File: src/rtl/adc_buf_pkg.sv
// Shared definitions for the ADC sample buffer (capture writer and read-back side).
// Holds the reader FSM encoding and the default buffer geometry.
package adc_buf_pkg;

    localparam int NUM_SAMPLES_DEF = 591;
    localparam int ADDR_W_DEF      = 12;
    localparam int DATA_W_DEF      = 8;

    typedef enum logic [1:0] {
        S_IDLE  = 2'd0,
        S_FETCH = 2'd1,
        S_DRAIN = 2'd2
    } state_t;

endpackage

File: src/rtl/adc_buf_reader_skid.sv
// Two-entry FIFO between the buffer read return and the output stream.
// Entries are pushed one cycle after a read issues and popped on a stream handshake.
module rd_skid_buf #(
    parameter int W = 21
) (
    input  logic         clk,
    input  logic         rst,
    input  logic         push,
    input  logic [W-1:0] push_data,
    input  logic         pop,
    output logic [W-1:0] head,
    output logic         valid,
    output logic [1:0]   count
);

    logic [W-1:0] r_mem [0:1];
    logic         r_wr_ptr;
    logic         r_rd_ptr;
    logic [1:0]   r_count;

    // Storage is cleared on reset so the stream fields read as zero while empty.
    always_ff @(posedge clk) begin
        if (rst) begin
            r_mem[0] <= '0;
            r_mem[1] <= '0;
            r_wr_ptr <= 1'b0;
            r_rd_ptr <= 1'b0;
            r_count  <= 2'd0;
        end else begin
            if (push) begin
                r_mem[r_wr_ptr] <= push_data;
                r_wr_ptr        <= ~r_wr_ptr;
            end
            if (pop) begin
                r_rd_ptr <= ~r_rd_ptr;
            end
            r_count <= r_count + 2'(push) - 2'(pop);
        end
    end

    assign head  = r_mem[r_rd_ptr];
    assign valid = (r_count != 2'd0);
    assign count = r_count;

endmodule

File: src/rtl/adc_buf_reader.sv
// Reads one frame of ADC samples back from the buffer in address order and streams them
// over valid/ready, reporting per-frame unsigned min/max when the last beat is accepted.
module adc_buf_reader
    import adc_buf_pkg::*;
#(
    parameter int NUM_SAMPLES = NUM_SAMPLES_DEF,
    parameter int ADDR_W      = ADDR_W_DEF,
    parameter int DATA_W      = DATA_W_DEF
) (
    input  logic              adc_clk,
    input  logic              rst,
    input  logic              start,
    output logic              busy,
    output logic              buf_rd_en,
    output logic [ADDR_W-1:0] buf_rd_addr,
    input  logic [DATA_W-1:0] buf_rd_data,
    output logic              out_valid,
    input  logic              out_ready,
    output logic [DATA_W-1:0] out_data,
    output logic [ADDR_W-1:0] out_index,
    output logic              out_last,
    output logic [DATA_W-1:0] frame_min,
    output logic [DATA_W-1:0] frame_max,
    output logic              stats_valid,
    output state_t            dbg_state
);

    localparam int                EW        = DATA_W + ADDR_W + 1;
    localparam logic [ADDR_W-1:0] LAST_ADDR = ADDR_W'(NUM_SAMPLES - 1);

    state_t            r_state;
    logic              r_busy;
    logic [ADDR_W-1:0] r_addr;
    logic              r_pend;
    logic [ADDR_W-1:0] r_pend_idx;
    logic              r_pend_last;
    logic [DATA_W-1:0] r_run_min;
    logic [DATA_W-1:0] r_run_max;
    logic [DATA_W-1:0] r_frame_min;
    logic [DATA_W-1:0] r_frame_max;
    logic              r_stats_valid;

    logic [EW-1:0]     w_head;
    logic              w_valid;
    logic [1:0]        w_count;
    logic              w_pop;
    logic [2:0]        w_occ;
    logic              w_issue;
    logic              w_issue_last;
    logic              w_last_hs;
    logic [DATA_W-1:0] w_head_data;
    logic [ADDR_W-1:0] w_head_idx;
    logic              w_head_last;
    logic              w_seed;
    logic [DATA_W-1:0] w_new_min;
    logic [DATA_W-1:0] w_new_max;

    rd_skid_buf #(.W(EW)) u_skid (
        .clk       (adc_clk),
        .rst       (rst),
        .push      (r_pend),
        .push_data ({buf_rd_data, r_pend_idx, r_pend_last}),
        .pop       (w_pop),
        .head      (w_head),
        .valid     (w_valid),
        .count     (w_count)
    );

    assign w_head_data = w_head[EW-1 -: DATA_W];
    assign w_head_idx  = w_head[ADDR_W:1];
    assign w_head_last = w_head[0];
    assign w_pop       = w_valid & out_ready;
    assign w_last_hs   = w_pop & w_head_last;

    // The beat leaving this cycle frees its slot, which keeps one read per cycle flowing.
    assign w_occ        = 3'(r_pend) + 3'(w_count) - 3'(w_pop);
    assign w_issue      = (r_state == S_FETCH) && (w_occ < 3'd2);
    assign w_issue_last = w_issue && (r_addr == LAST_ADDR);

    // Beat 0 seeds the running extremes instead of comparing against stale values.
    assign w_seed    = (w_head_idx == '0);
    assign w_new_min = (w_seed || (w_head_data < r_run_min)) ? w_head_data : r_run_min;
    assign w_new_max = (w_seed || (w_head_data > r_run_max)) ? w_head_data : r_run_max;

    always_ff @(posedge adc_clk) begin
        if (rst) begin
            r_state       <= S_IDLE;
            r_busy        <= 1'b0;
            r_addr        <= '0;
            r_pend        <= 1'b0;
            r_pend_idx    <= '0;
            r_pend_last   <= 1'b0;
            r_run_min     <= '1;
            r_run_max     <= '0;
            r_frame_min   <= '1;
            r_frame_max   <= '0;
            r_stats_valid <= 1'b0;
        end else begin
            r_pend        <= w_issue;
            r_pend_idx    <= r_addr;
            r_pend_last   <= w_issue_last;
            r_stats_valid <= w_last_hs;
            if (w_pop) begin
                r_run_min <= w_new_min;
                r_run_max <= w_new_max;
            end
            case (r_state)
                S_IDLE: begin
                    r_addr <= '0;
                    if (start) begin
                        r_state <= S_FETCH;
                        r_busy  <= 1'b1;
                    end
                end
                S_FETCH: begin
                    if (w_issue_last) begin
                        r_addr  <= '0;
                        r_state <= S_DRAIN;
                    end else if (w_issue) begin
                        r_addr <= r_addr + 1'b1;
                    end
                end
                S_DRAIN: begin
                    if (w_last_hs) begin
                        r_state     <= S_IDLE;
                        r_busy      <= 1'b0;
                        r_frame_min <= w_new_min;
                        r_frame_max <= w_new_max;
                    end
                end
                default: r_state <= S_IDLE;
            endcase
        end
    end

    assign busy        = r_busy;
    assign buf_rd_en   = w_issue;
    assign buf_rd_addr = r_addr;
    assign out_valid   = w_valid;
    assign out_data    = w_head_data;
    assign out_index   = w_head_idx;
    assign out_last    = w_head_last;
    assign frame_min   = r_frame_min;
    assign frame_max   = r_frame_max;
    assign stats_valid = r_stats_valid;
    assign dbg_state   = r_state;

endmodule

File: config.mk
export PLATFORM = sky130hd
export DESIGN_NAME = adc_buf_reader
export DESIGN_NICKNAME = d
export VERILOG_FILES = /design/src/rtl/adc_buf_pkg.sv /design/src/rtl/adc_buf_reader_skid.sv /design/src/rtl/adc_buf_reader.sv
export SDC_FILE = /design/constraint.sdc
export NUM_CORES = 1
export LEC_CHECK = 0
export BUFFER_PORTS_ARGS = -buffer_cell sky130_fd_sc_hd__buf_2
export CAP_MARGIN = 15
export CORE_UTILIZATION = 45
export CTS_CLUSTER_DIAMETER = 150
export DETAILED_ROUTE_END_ITERATION = 10
export SYNTH_ARGS = -nofsm -noshare
export SYNTH_HDL_FRONTEND = slang
export SYNTH_HIERARCHICAL = 1
export SYNTH_SLANG_ARGS = --single-unit
File: constraint.sdc
create_clock -name adc_clk -period 3.07 [get_ports adc_clk]
set_input_delay 0.614 -clock adc_clk [delete_from_list [all_inputs] [get_ports adc_clk]]
set_output_delay 0.614 -clock adc_clk [all_outputs]
set_load 0.05 [all_outputs]
# Word-level counts from Yosys, hierarchy flattened
# Memory sizes are Yosys's and may differ from the RTL's. A register that Yosys moved wholly into a read port is not among the register bits.
# Index checks and enable logic that the tools add are counted.
[word_totals] reg_bits=66 ramBits=42 inputBits=12 out_inout_bits=55 memories=1
[op_classes] addsub=5 order_cmp=3 eq_ne=7 n_mux=22 bitwise=4 reduce_logical=14
[mem_list] memory="u_skid.r_mem" depth=2 width=21 read_ports=1 rd_clocked_by_memory_dff=1 write_ports=2 line="adc_buf_reader_skid.sv:16" rtl="logic [W-1:0] r_mem [0:1];"
[ops] op="12-bit two-way mux" count=2
[ops] op="12-bit one-hot mux with 2 select lines" count=1
[ops] op="21-bit two-way mux" count=1
[ops] op="21-bit OR reduction" count=1
[ops] op="8-bit two-way mux" count=2
[ops] op="12-bit by 1-bit adder with 12-bit output (second input constant)" count=1
[ops] op="12-bit by 10-bit equality test with 1-bit output (second input constant)" count=1
[ops] op="12-bit zero test" count=1
[ops] op="1-bit two-way mux" count=11
[ops] op="8-bit greater-than comparator" count=1
[ops] op="8-bit less-than comparator" count=1
[ops] op="2-bit two-way mux" count=3
[ops] op="2-bit inequality test (second input constant)" count=3
[ops] op="2-bit one-hot mux with 3 select lines" count=1
[ops] op="3-bit AND reduction" count=2
[ops] op="2-bit nonzero test" count=3
[ops] op="2-bit AND reduction" count=2
[ops] op="1-bit by 2-bit adder with 3-bit output" count=1
[ops] op="3-bit by 2-bit less-than comparator with 1-bit output (second input constant)" count=1
[ops] op="3-bit inequality test (second input constant)" count=1
[ops] op="3-bit by 1-bit subtractor with 3-bit output" count=1
[ops] op="2-bit by 1-bit adder with 2-bit output" count=1
[ops] op="1-bit bitwise AND" count=2
[ops] op="2-bit by 1-bit equality test with 1-bit output (second input constant)" count=1
[ops] op="7 further kinds" count=10

# Logic depth before layout (Yosys ltp)
[logic_depth] word_depth=8 mapped_depth=10 ltp_nobuf=10

# Cells and area by module
# The synthesis kept the hierarchy.
[by_module_without_submodules] module="adc_buf_reader" n_inst=1 cells_per_inst=327 area_each_um2=3012.9
[by_module_without_submodules] module="rd_skid_buf" n_inst=1 cells_per_inst=157 area_each_um2=2104.5

# Least setup slack after synthesis
# No wires, ideal clock.
[synth_path] kind="reg-to-output" startpoint="register u_skid.r_count[1] (netlist: u_skid/count[1])" endpoint="output buf_rd_en" t_arrival_ns=2.412 t_required_ns=2.456 path_slack_ns=0.044 stages_incl_launch_ff=9 n_path_buf=0 path_cell_list="dfxtp_1 > or2_2 > nand2_1 > nor2_1 > o21ai_0 > fa_1 > xnor2_1 > nand4b_1 > inv_1"
[synth_via] elab_chain_len=5 word_cells_on_any_way=6
[synth_lines] element="from (decl)" line="adc_buf_reader_skid.sv:19" rtl="logic [1:0] r_count;"
[synth_lines] element="from (signal assigned)" line="adc_buf_reader_skid.sv:37" rtl="r_count <= r_count + 2'(push) - 2'(pop);"
[synth_lines] element="2-bit nonzero test" line="adc_buf_reader_skid.sv:42" rtl="assign valid = (r_count != 2'd0);"
[synth_lines] element="net out_valid" line="adc_buf_reader.sv:17" rtl="output logic out_valid,"
[synth_lines] element="1-bit bitwise AND" line="adc_buf_reader.sv:72" rtl="assign w_pop = w_valid & out_ready;"
[synth_lines] element="3-bit by 1-bit subtractor with 3-bit output" line="adc_buf_reader.sv:76" rtl="assign w_occ = 3'(r_pend) + 3'(w_count) - 3'(w_pop);"
[synth_lines] element="3-bit by 2-bit less-than comparator with 1-bit output" line="adc_buf_reader.sv:77" rtl="assign w_issue = (r_state == S_FETCH) && (w_occ < 3'd2);"
[synth_lines] element="1-bit logical AND" line="adc_buf_reader.sv:77"
[synth_lines] element="to (decl)" line="adc_buf_reader.sv:14" rtl="output logic buf_rd_en,"
# The timed path passes the listed nets, and every way through them passes these cells.

# Worst setup path in the final report
[layout_path] startpoint="register u_skid.r_count[1] (netlist: u_skid/count[1])" endpoint="output buf_rd_en"
[layout_via] elab_chain_len=5 word_cells_on_any_way=6
[layout_lines] element="branches (longest 2 deep; another with 1-bit by 2-bit adder with 3-bit output)"
[layout_lines] element="3-bit by 1-bit subtractor with 3-bit output (*)" line="adc_buf_reader.sv:76"
[layout_lines] element="3-bit by 2-bit less-than comparator with 1-bit output (*)" line="adc_buf_reader.sv:77"
[layout_lines] element="1-bit logical AND (*)" line="adc_buf_reader.sv:77"
# Mark *: on every way between the ends.

==> results.py <==
metrics = {
    "status": {
        "status": "complete, no violations",
    },
    "finish": {
        "area_delta_synth_final_pct": 16.60,
        "multi_input_area_um2": 2320,
        "utilization": 0.5433,
        "nets": 590,
        "drive_gt1_frac": 0.2629,
        "n_fill_cell": 1008,
        "seq_area_um2": 2604,
        "antenna_cells": 0,
        "design_area_um2": 5967,
    },
    "route": {
        "drc_errors": 0,
        "num_vias": 3814,
        "wl_met2_mm": 5.204,
        "drt_pass1_iterations": 4,
        "wl_met1_mm": 5.541,
        "wl_mm": 11.39,
        "final_antenna_net_count": 0,
        "routedWlPerCell_um": 16.20,
        "wl_met3_um": 559,
        "drt-vias-per-instance": 5.425,
        "dr.max_layer_used": "met4",
        "drt-initial-drc-count": 227,
    },
    "hold_path": {
        "min_path_cells": 2,
        "hold_path_end": "r_run_max[0]$_SDFFE_PP0P_",
        "min_from": "r_run_max[0]$_SDFFE_PP0P_",
        "hold_class": "reg -> reg",
    },
    "sta": {
        "fin_skew_ns": 0.009813,
        "tightest_slew_ns": 0.5987,
        "rsz0062_at_grt": "false",
        "hold_viol_final": 0,
        "finalSetupViolCount": 0,
        "drv_slew": 0,
        "fmax_ghz": 0.3428,
        "fin_crit_ns": 2.917,
        "max-slew-margin-rel": 0.6002,
        "tns_ns": 0,
        "finalCritPeriodShare": 0.9502,
    },
    "setup_path": {
        "timing.rr.end": "frame_min[7]$_SDFFE_PP1P_",
        "endpoint_kind": "output port",
        "worstSetupPathType": "reg -> out",
        "worstPathCellList": "or2_2 -> nand2_1 -> and2_1 -> o21ai_0 -> fa_2 -> xnor2_1 -> nand4b_1 -> inv_1 -> buf_6",
        "cp_data_arrival_time_ns": 2.30,
        "r2r.worst_path.cells": 8,
        "path_buf_inv": 2,
        "startpoint_type": "flip-flop",
        "worstPathMaxFanout": 4,
        "path_delay_family": "simple AND/OR/NAND/NOR gates",
        "crit_required_ns": 2.46,
        "r2r_setup_slack_ns": 0.24,
        "max_stage_delay_ns": 0.36,
        "critPathSlowestCell": "dfxtp_2",
    },
    "logic_synthesis": {
        "synth-edff-count": 42,
        "ys_warn_count": 6,
        "synth-async-reset-ratio": 0,
        "ys_seq_area_frac": 0.5086,
        "synth-seq-cells": 109,
        "avgSynthCellArea_um2": 10.57,
        "synth_cell_types": 56,
        "netlist_instances": 484,
        "syn_nets": 516,
        "syn_area_um2": 5117,
        "synth-main-ff-cell": "dfxtp_1",
    },
    "cts": {
        "clkSlewWorstSetupHoldPaths_ns": 0.07,
        "post_cts_buffers": 0,
        "cts_inserted_buffers": 9,
        "clk_path_buf_depth": 2,
        "clk_latency_ns": 0.34,
        "cts_tree": "yes",
        "ctsRootBufferMaster": "clkbuf_16",
        "ctsHtreeMaxLevel": 3,
        "numClockSinks": 109,
    },
    "floorplanning": {
        "fp.dieH_um": 108.6,
        "ioPinCount": 67,
        "core_area_um2": 10980,
        "die_x_um": 108.6,
        "initial_core_util": 0.4659,
        "rows": 38,
        "dieArea_um2": 11800,
    },
    "power_and_ir_drop": {
        "p_leak_nw": 2.389,
        "vdd_ir_drop_max_mv": 0.4260,
        "power.switching_mw": 1.614,
        "powerDensity_nw_per_um2": 737.4,
        "p_int_mw": 2.786,
        "p_comb_frac": 0.347,
        "p_clk_frac": 0.266,
        "swShare": 0.3669,
        "power_mw": 4.400,
        "pwr-share-seq": 0.387,
    },
    "job": {
        "drv_cap": 0,
    },
    "global_routing": {
        "grt_pass1_vias": 3698,
        "antenna_found_initial": 0,
        "gr-usage-all-layers": 0.2050,
        "grt_pass1_wl_mm": 18.48,
        "grt-ovfl-total": 0,
        "grt_max_degree": 27,
    },
    "placed_design": {
        "place.gp.congestion": 0.8258,
        "hpwl_mm": 8.082,
        "port-buffer-count": 66,
        "place_area_um2": 5659,
    },
}
placed cells by master (no fill, tap or decap), types with 2 or more instances in the layout:
cell type	Yosys	final
and3_1	4	4
nand2b_1	22	22
dfxtp_1	67	66
a211o_1	2	2
and4_1	2	2
o21ai_2	3	3
clkinv_1	1	2
buf_2	8	65
nand3_1	6	6
nand4_1	4	4
nand2b_4	4	4
nor2b_1	17	17
or2_2	2	2
o2111ai_1	7	7
nor4b_1	3	3
a21oi_1	8	8
edfxtp_1	42	42
mux2_2	21	21
xnor2_1	12	12
a311oi_1	9	9
o31ai_1	7	7
o21ai_0	3	3
nor3_1	12	12
o221a_2	8	8
o21a_1	2	2
nor4_1	7	7
inv_6	0	3
nor2_1	100	100
mux2i_1	9	9
a2111oi_0	8	8
nand2_1	11	11
buf_4	1	18
inv_1	20	20
clkbuf_16	0	9
ha_1	19	19
sequential cells by signal (all words and copies together), names as in the netlist, named ones only:
| register | count |
|---|---|
| buf_rd_addr | 12 |
| busy | 1 |
| dbg_state | 2 |
| frame_max | 8 |
| frame_min | 8 |
| r_pend | 1 |
| r_pend_idx | 12 |
| r_pend_last | 1 |
| r_run_max | 8 |
| r_run_min | 8 |
| stats_valid | 1 |
| u_skid/count | 2 |
| u_skid/r_mem | 42 |
| u_skid/r_rd_ptr | 1 |
| u_skid/r_wr_ptr | 1 |
kinds of logic after synthesis:
group / after synthesis / share of synthesized area
XOR/XNOR: 13 / 0.02494
AO/OA/AOI/OAI: 67 / 0.1139
AND/OR/NAND/NOR: 202 / 0.1998
flip-flops: 109 / 0.5086
buffers and inverters: 43 / 0.03863
adder cells (fa/ha/maj): 20 / 0.05037
multiplexers: 30 / 0.06382
power by group through the flow:
stage | Sequential [mW] | Combinational (mW) | Clock, mW
after floorplan | 1.73 | 1.12 | 0
after global placement | 1.73 | 1.50 | 0
after detailed placement | 1.73 | 1.52 | 0
after CTS | 1.70 | 1.53 | 1.19
after global routing | 1.72 | 1.65 | 1.25
final | 1.70 | 1.53 | 1.17
worst max-delay path by stage:
| stage | from | to | slack [ns] | depth (start not counted) |
|---|---|---|---|---|
| final | u_skid/count[1]$_SDFF_PP0_ | buf_rd_en | 0.15 | 9 |
| after floorplan | u_skid/count[1]$_SDFF_PP0_ | buf_rd_en | 0.04 | 8 |
| after global routing | flip-flop | frame_min[4]$_SDFFE_PP1P_ | 0.0003 | 8 |
| after global placement | out_ready | buf_rd_en | 0.36 | 9 |
| after CTS | u_skid/count[1]$_SDFF_PP0_ | buf_rd_en | 0.02 | 9 |
| after detailed placement | out_ready | buf_rd_en | 0.27 | 9 |
repair_timing:
| action | 4_1_cts | 5_1_grt |
|---|---|---|
| hold buffers | 0 | 0 |
| pin swaps | 0 | 1 |
| endpoints found under the setup margin | 1 | 1 |
| gates resized for setup | 1 | 3 |
synthesized netlist by cell type (4+ instances only):
cell	instances	area (um^2)
nor2_1	100	375.4
inv_1	20	75.07
nand2b_1	22	137.6
a311oi_1	9	78.83
nand3_1	6	30.03
nand2_1	11	41.29
and3_1	4	25.02
clkbuf_1	9	33.78
o2111ai_1	7	61.31
o31ai_1	7	52.55
nand4_1	4	25.02
nand2b_4	4	55.05
a21oi_1	8	40.04
o221a_2	8	90.09
nor3_1	12	60.06
dfxtp_1	67	1341
ha_1	19	237.7
buf_2	8	40.04
nor2b_1	17	106.4
mux2_2	21	236.5
nor4_1	7	43.79
a2111oi_0	8	70.07
xnor2_1	12	105.1
mux2i_1	9	90.09
edfxtp_1	42	1261
layout make-up:
type                       count  share of cell area
clock buffer                  10             0.03837
timing repair buffer          85             0.08241
tap                          140             0.02936
clock inverter                 6             0.01153
inverter                      21             0.01321
multi-input combinational    332              0.3888
sequential                   109              0.4364
per-stage QoR:
stage | hold WS (ns) | instances | setup slack [ns]
2_1_floorplan | 0.4523 | 484 | 0.04369
6_report | 0.4927 | 703 | 0.1530
3_3_place_gp | 0.4718 | 687 | 0.3584
5_1_grt | 0.5261 | 703 | 0.0002771
4_1_cts | 0.4957 | 703 | 0.02270
3_5_place_dp | 0.4844 | 687 | 0.2703
worst min-delay path, cell delays in order (launching register included):
cell and delay [ns]:
dfxtp_1 0.33, nand2_1 0.06, mux2i_1 0.05
per-layer routing:
layer,global-route usage,vias to the layer above
met5,0,-
met4,0.06274,0
met3,0.03945,6
met2,0.3169,93
met1,0.2899,1828
li1,-,1887
Note: power is estimated with default switching activity, not from simulation.
